===== src/rtl/adder_pkg.sv =====
// Shared types and helpers for the adder operand/result stage.
package adder_pkg;

  // Width of the parallel-prefix adder this stage wraps.
  localparam int unsigned ADD_W = 6;

  // One captured result, as held in the result FIFO.
  typedef struct packed {
    logic             ovf;
    logic             cout;
    logic [ADD_W-1:0] sum;
  } res_t;

  // Builds a result entry; saturation forces the sum to all-ones on carry-out.
  function automatic res_t make_res(input logic [ADD_W-1:0] sum, input logic cout,
                                    input logic sat);
    res_t r;
    r.cout = cout;
    r.ovf  = sat && cout;
    r.sum  = r.ovf ? {ADD_W{1'b1}} : sum;
    return r;
  endfunction

endpackage


===== src/rtl/adder_res_fifo.sv =====
// First-word-fall-through result queue; head entry reads as zero when empty.
module adder_res_fifo
  import adder_pkg::*;
#(
  parameter int unsigned DEPTH = 2
) (
  input  logic clk,
  input  logic rst_n,
  input  logic push,
  input  res_t push_data,
  input  logic pop,
  output res_t head,
  output logic empty,
  output logic full
);

  localparam int unsigned PtrW = (DEPTH > 1) ? $clog2(DEPTH) : 1;
  localparam int unsigned CntW = $clog2(DEPTH + 1);

  res_t            mem_q [DEPTH];
  logic [PtrW-1:0] wr_ptr_q, rd_ptr_q;
  logic [CntW-1:0] count_q, count_d;
  logic            do_push, do_pop;

  // Qualify requests: pop of an empty queue is dropped, push at full needs a pop.
  always_comb begin
    empty   = (count_q == '0);
    full    = (count_q == CntW'(DEPTH));
    do_pop  = pop && !empty;
    do_push = push && (!full || do_pop);
    head    = empty ? '0 : mem_q[rd_ptr_q];
    count_d = count_q;
    unique case ({do_push, do_pop})
      2'b10:   count_d = count_q + CntW'(1);
      2'b01:   count_d = count_q - CntW'(1);
      default: count_d = count_q;
    endcase
  end

  // Pointer and occupancy state; pointers wrap naturally since DEPTH is a power of two.
  always_ff @(posedge clk or negedge rst_n) begin
    if (!rst_n) begin
      wr_ptr_q <= '0;
      rd_ptr_q <= '0;
      count_q  <= '0;
    end else begin
      if (do_push) wr_ptr_q <= wr_ptr_q + PtrW'(1);
      if (do_pop)  rd_ptr_q <= rd_ptr_q + PtrW'(1);
      count_q <= count_d;
    end
  end

  // Entry storage.
  always_ff @(posedge clk or negedge rst_n) begin
    if (!rst_n) begin
      for (int i = 0; i < int'(DEPTH); i++) mem_q[i] <= '0;
    end else if (do_push) begin
      mem_q[wr_ptr_q] <= push_data;
    end
  end

endmodule


===== src/rtl/adder_op_stage.sv =====
// Handshaked operand/result stage around an external combinational adder.
// Stage 1 registers operands onto the adder inputs; stage 2 captures the
// (optionally saturated) sum into a result FIFO feeding a valid/ready consumer.
module adder_op_stage
  import adder_pkg::*;
#(
  parameter int unsigned W     = ADD_W,
  parameter int unsigned DEPTH = 2,
  parameter int unsigned CNT_W = 16
) (
  input  logic             clk,
  input  logic             rst_n,
  input  logic             in_valid,
  output logic             in_ready,
  input  logic [W-1:0]     in_x,
  input  logic [W-1:0]     in_y,
  input  logic             in_sat,
  output logic [W-1:0]     add_x,
  output logic [W-1:0]     add_y,
  input  logic [W-1:0]     add_s,
  input  logic             add_cout,
  output logic             out_valid,
  input  logic             out_ready,
  output logic [W-1:0]     out_sum,
  output logic             out_cout,
  output logic             out_ovf,
  output logic [CNT_W-1:0] op_count
);

  logic             s1_valid_q, s1_valid_d;
  logic             s1_sat_q;
  logic [W-1:0]     x_q, y_q;
  logic [CNT_W-1:0] op_count_q;
  logic             accept, push, pop, fifo_can_push;
  logic             fifo_full, fifo_empty;
  res_t             push_res, head_res;

  // Handshake decode; a pop in the same cycle frees a slot for a push at full.
  always_comb begin
    out_valid     = !fifo_empty;
    pop           = out_valid && out_ready;
    fifo_can_push = !fifo_full || pop;
    push          = s1_valid_q && fifo_can_push;
    in_ready      = !s1_valid_q || fifo_can_push;
    accept        = in_valid && in_ready;
    s1_valid_d    = accept ? 1'b1 : (push ? 1'b0 : s1_valid_q);
    push_res      = make_res(add_s, add_cout, s1_sat_q);
  end

  // Stage-1 operand register; holds add_x/add_y steady until the result is pushed.
  always_ff @(posedge clk or negedge rst_n) begin
    if (!rst_n) begin
      s1_valid_q <= 1'b0;
      s1_sat_q   <= 1'b0;
      x_q        <= '0;
      y_q        <= '0;
    end else begin
      s1_valid_q <= s1_valid_d;
      if (accept) begin
        x_q      <= in_x;
        y_q      <= in_y;
        s1_sat_q <= in_sat;
      end
    end
  end

  // Completed-operation counter, wraps modulo 2^CNT_W.
  always_ff @(posedge clk or negedge rst_n) begin
    if (!rst_n) begin
      op_count_q <= '0;
    end else if (push) begin
      op_count_q <= op_count_q + CNT_W'(1);
    end
  end

  adder_res_fifo #(
    .DEPTH(DEPTH)
  ) u_fifo (
    .clk      (clk),
    .rst_n    (rst_n),
    .push     (push),
    .push_data(push_res),
    .pop      (pop),
    .head     (head_res),
    .empty    (fifo_empty),
    .full     (fifo_full)
  );

  // Drive outputs from the stage register and FIFO head.
  always_comb begin
    add_x    = x_q;
    add_y    = y_q;
    out_sum  = head_res.sum;
    out_cout = head_res.cout;
    out_ovf  = head_res.ovf;
    op_count = op_count_q;
  end

endmodule


===== config.mk =====
export PLATFORM = sky130hd
export DESIGN_NAME = adder_op_stage
export DESIGN_NICKNAME = d
export VERILOG_FILES = /design/src/rtl/adder_pkg.sv /design/src/rtl/adder_res_fifo.sv /design/src/rtl/adder_op_stage.sv
export SDC_FILE = /design/constraint.sdc
export NUM_CORES = 1
export LEC_CHECK = 0
export ABC_AREA = 1
export CAP_MARGIN = 20
export CORE_MARGIN = 2
export CORE_UTILIZATION = 35
export DETAILED_ROUTE_END_ITERATION = 7
export MAX_ROUTING_LAYER = met4
export PLACE_DENSITY_LB_ADDON = 0.08
export SYNTH_ARGS = -nofsm -noshare
export SYNTH_HDL_FRONTEND = slang
export SYNTH_SLANG_ARGS = --single-unit

===== constraint.sdc =====
create_clock -name clk -period 1.5 [get_ports clk]
set_input_delay 0.45 -clock clk [delete_from_list [all_inputs] [get_ports clk]]
set_output_delay 0.45 -clock clk [all_outputs]
set_load 0.03 [all_outputs]

==> flow_results.org <==
** Logic synthesis
- In this run the cell area of the synthesized design comes to 2450 um^2.
- The largest total area in the synthesized netlist belongs to dfrtp_1.
- Synth Flop Type :: dfrtp_1
- Area contributors post-synth :: dfrtp_1 (51%), nand2_1 (16%), inv_1 (5.4%)
- For this run, asynchronously set or reset flops after synthesis account for 1.00.
- The number of nets handed over by synthesis was 310.
- Most used standard cells in the synthesized netlist :: nand2_1 (103), dfrtp_1 (50), inv_1 (35)
- Yosys warnings :: 0
- In the post-synthesis netlist, the cell with the most instances is nand2_1.
- Synthesis handed over a netlist of 284 instances.
- Flip-flop and latch count after synthesis :: 50
- Of the synthesized area, sequential elements account for 0.511.
- Share of Yosys cell area claimed by the top area cell type :: 0.511
- Library cells used by synthesis :: 30
- Mean instance size in the synthesized netlist :: 8.63 um^2
- Number of synthesized flops with an enable pin :: 0

** Timing
- In the finished design, the share of the clock period the worst path needs comes to 1.18.
- Highest clock rate :: 563 MHz
- Worst clock skew :: 0.00462 ns
- Pin slew with the least headroom to its limit :: 0.450 ns
- Setup repair after global routing could not meet its margin everywhere.
- Setup violations remaining at the end of the flow were counted as 12.
- The count of final max-slew check failures was 0.
- The routed design could run at a clock period as short as 1.78 ns.
- Max-slew headroom :: 0.699
- After layout, the worst setup slack is -0.277 ns.
- Count of final hold-check violations :: 0

** Global routing
- First-pass GRT wire length :: 9520 um
- Vias in the first global route :: 2091
- Global-route total usage across every layer :: 0.162
- Leftover overflow at the end of global routing :: 0
- Entering global routing, the biggest net connects 51 pins.
- The number of antenna violations at the first check in global routing is 0.

** Final layout
- Filler cell count :: 629
- Of the cells placed in the final design, the portion with a size suffix greater than 1 is 0.339.
- 0 antenna diodes ended up in the layout.
- For this run, the post-layout net count is 403.
- Number of cells in the finished layout apart from fillers :: 474
- From synthesis to final layout, the design area changed by 47.3%.
- After routing the design area is 3610 um^2.

** CTS
- Clock latency on the worst-skew pair, taken at its later pin, is 0.30 ns.
- Number of buffers inserted during clock tree synthesis :: 5
- The H-tree was split into 2 levels.
- Clock tree from TritonCTS :: done
- In this run the deepest clock path goes through 2 buffers.
- The number of hold buffers added after CTS was 0.
- Library cell used as clock root buffer :: clkbuf_8
- Clk pin slew, worst setup/hold paths :: 0.09 ns
- Number of sinks driven by the clock tree :: 50

** Placed design
- Placed inst area :: 3310 um^2
- After detailed placement, the design holds a cell count of 457.
- Count of input and output buffers :: 61
- Routability-driven placement finished with a final weighted congestion of 0.770.
- Half-perimeter wire length after placement :: 3860 um

** Floorplanning
- Height of the chip :: 87.7 um
- For this configuration, the core starts out at a cell density of 0.361.
- Standard-cell rows :: 30
- Total Die Area :: 7690 um^2
- From left edge to right edge, the die measures 87.7 um.
- Number of top-level pins :: 62
- The core region is 6790 um^2.

** Worst setup path
- Max incr delay on CP :: 0.43 ns
- The slowest stage of the critical path belongs to the cell dfrtp_1.
- Worst reg-to-reg setup slack :: -0.08 ns
- Of all nets on the critical path, the largest fanout is 6.
- Delay-heaviest family, CP :: flip-flops
- The critical path starts at u_fifo.count_q[1].
- STA classifies the critical path startpoint as a register.
- Data required time at the worst endpoint :: 1.05 ns
- Buffers plus inverters on the worst setup path :: 3
- Kind of end point of the critical path :: primary output
- Crit path kind :: register to primary output
- RR Endpoint :: u_fifo.count_q[1]
- The worst register-to-register path begins at u_fifo.count_q[1].
- Counting cells, the worst reg-to-reg path comes to 7.
- The signal on the critical path passes through nor2_4 -> inv_4 -> buf_8 -> o21ai_2 -> a21oi_4 -> buf_6.
- CP arrival :: 1.33 ns

** Power and ir drop
- Static power due to leakage :: 0.00187 uW
- VDD sags by at most 0.000866 V.
- Dividing total power by cell area gives a power density of 1850 nW/um^2.

** Route
- Dividing the detail-routed wire length by the instance count gives 11.7 um.
- First-pass detailed-route iteration total :: 4
- In the routed design, unresolved DRC markers number 0.
- Number of DRC violations after detailed-routing iteration 0 :: 59
- Dividing the detail-routed via count by the number of cells gives 4.39.
- Via count :: 2079
- Summed over all layers, the routed wires come to 5570 um.
- The count of nets left with antenna violations once routing finished came out at 0.

** Min path
- Type of the worst min-delay path :: primary input to asynchronous set/reset pin

** Run status
- The run finished, with violations left.
- Violated checks :: negative setup slack

** Flow run
- Max cap viols :: 0
routing by layer:
layer	part of all wire	GRT usage
met4	0.012	0.0573
met1	0.47	0.210
met5	0	-
met3	0.047	0.0377
met2	0.47	0.250
how the worst max path moves through the flow:
| stage | slack, ns | end | cells past startpoint |
|---|---|---|---|
| after global routing | -0.33 | in_ready | 4 |
| final | -0.28 | out_sum[4] | 6 |
| after detailed placement | -0.45 | u_fifo.count_q[1] | 7 |
| after floorplan | 0.003 | out_sum[2] | 4 |
| after CTS | -0.27 | in_ready | 4 |
| after global placement | -0.46 | in_ready | 4 |
power breakdown:
part           leakage, uW  internal [uW]  total [uW]  switching, uW
logic              0.00120           1660        3730           2070
clock network    0.0000482            373         809            436
registers         0.000613           1780        2120            340
total              0.00187           3810        6660           2850
stage by stage:
| stage | setup WS (ns) | power [uW] | hold WS, ns | utilization | setup TNS [ns] |
|---|---|---|---|---|---|
| floorplan | 0.00337 | 4120 | 0.154 | - | 0 |
| global placement | -0.456 | 5300 | 0.451 | 0.488 | -17.02 |
| detailed placement | -0.453 | 5340 | 0.453 | 0.488 | -17.62 |
| CTS | -0.271 | 6590 | 0.133 | 0.524 | -2.59 |
| global route | -0.326 | 7130 | 0.137 | 0.531 | -4.80 |
| finish | -0.277 | 6660 | 0.125 | 0.531 | -2.41 |
area by class of cell:
type	count	area [um^2]	area share
tap	96	120	0.0333
sequential	50	1250	0.347
inverter	36	144	0.0399
timing repair inverter	1	7.51	0.00208
clock inverter	1	5.00	0.00139
timing repair buffer	91	851	0.236
clock buffer	7	86.3	0.0239
multi-input combinational	192	1140	0.317
placed cells by master (no fill, tap or decap), types with 2 or more instances in the layout:
cell type	Yosys	final
a21oi_1	10	2
a21oi_2	0	7
buf_12	1	4
buf_4	1	39
buf_6	1	13
clkbuf_2	0	5
clkbuf_8	0	6
clkdlybuf4s15_2	0	6
clkdlybuf4s50_1	0	21
clkinvlp_4	0	2
dfrtp_1	50	49
inv_1	35	30
inv_2	1	3
inv_4	0	2
nand2_1	103	98
nand2_2	1	5
nand2_4	3	3
nand2_8	0	2
nand3_1	19	19
nand4_1	3	3
nor2_1	11	8
nor2_2	2	4
nor2_4	1	2
nor2_8	2	2
o21ai_1	4	5
o21ai_2	6	11
xnor2_1	4	4
xnor2_2	2	2
xor2_1	6	6
sequential cells by signal (all words and copies together) (netlist names):
register and cells:
add_x 6, add_y 6, op_count 16, s1_sat_q 1
s1_valid_q 1, u_fifo.count_q 2, u_fifo.mem_q 16, u_fifo.rd_ptr_q 1
u_fifo.wr_ptr_q 1
cell families after synthesis:
| group | after synthesis | synth area share |
|---|---|---|
| simple gates | 150 | 0.283 |
| flops | 50 | 0.511 |
| buf+inv | 43 | 0.0822 |
| compound gates | 27 | 0.0644 |
| xor+xnor | 12 | 0.0490 |
| fa+ha+maj | 2 | 0.0102 |
timing repair:
action | in CTS | in global routing
gates resized for setup | 62 | 26
endpoints found under the setup margin | 54 | 56
setup buffers | 7 | 0
gates cloned | 1 | 1
pin swaps | 3 | 4
No activity file was read; power rests on OpenSTA's default activity.
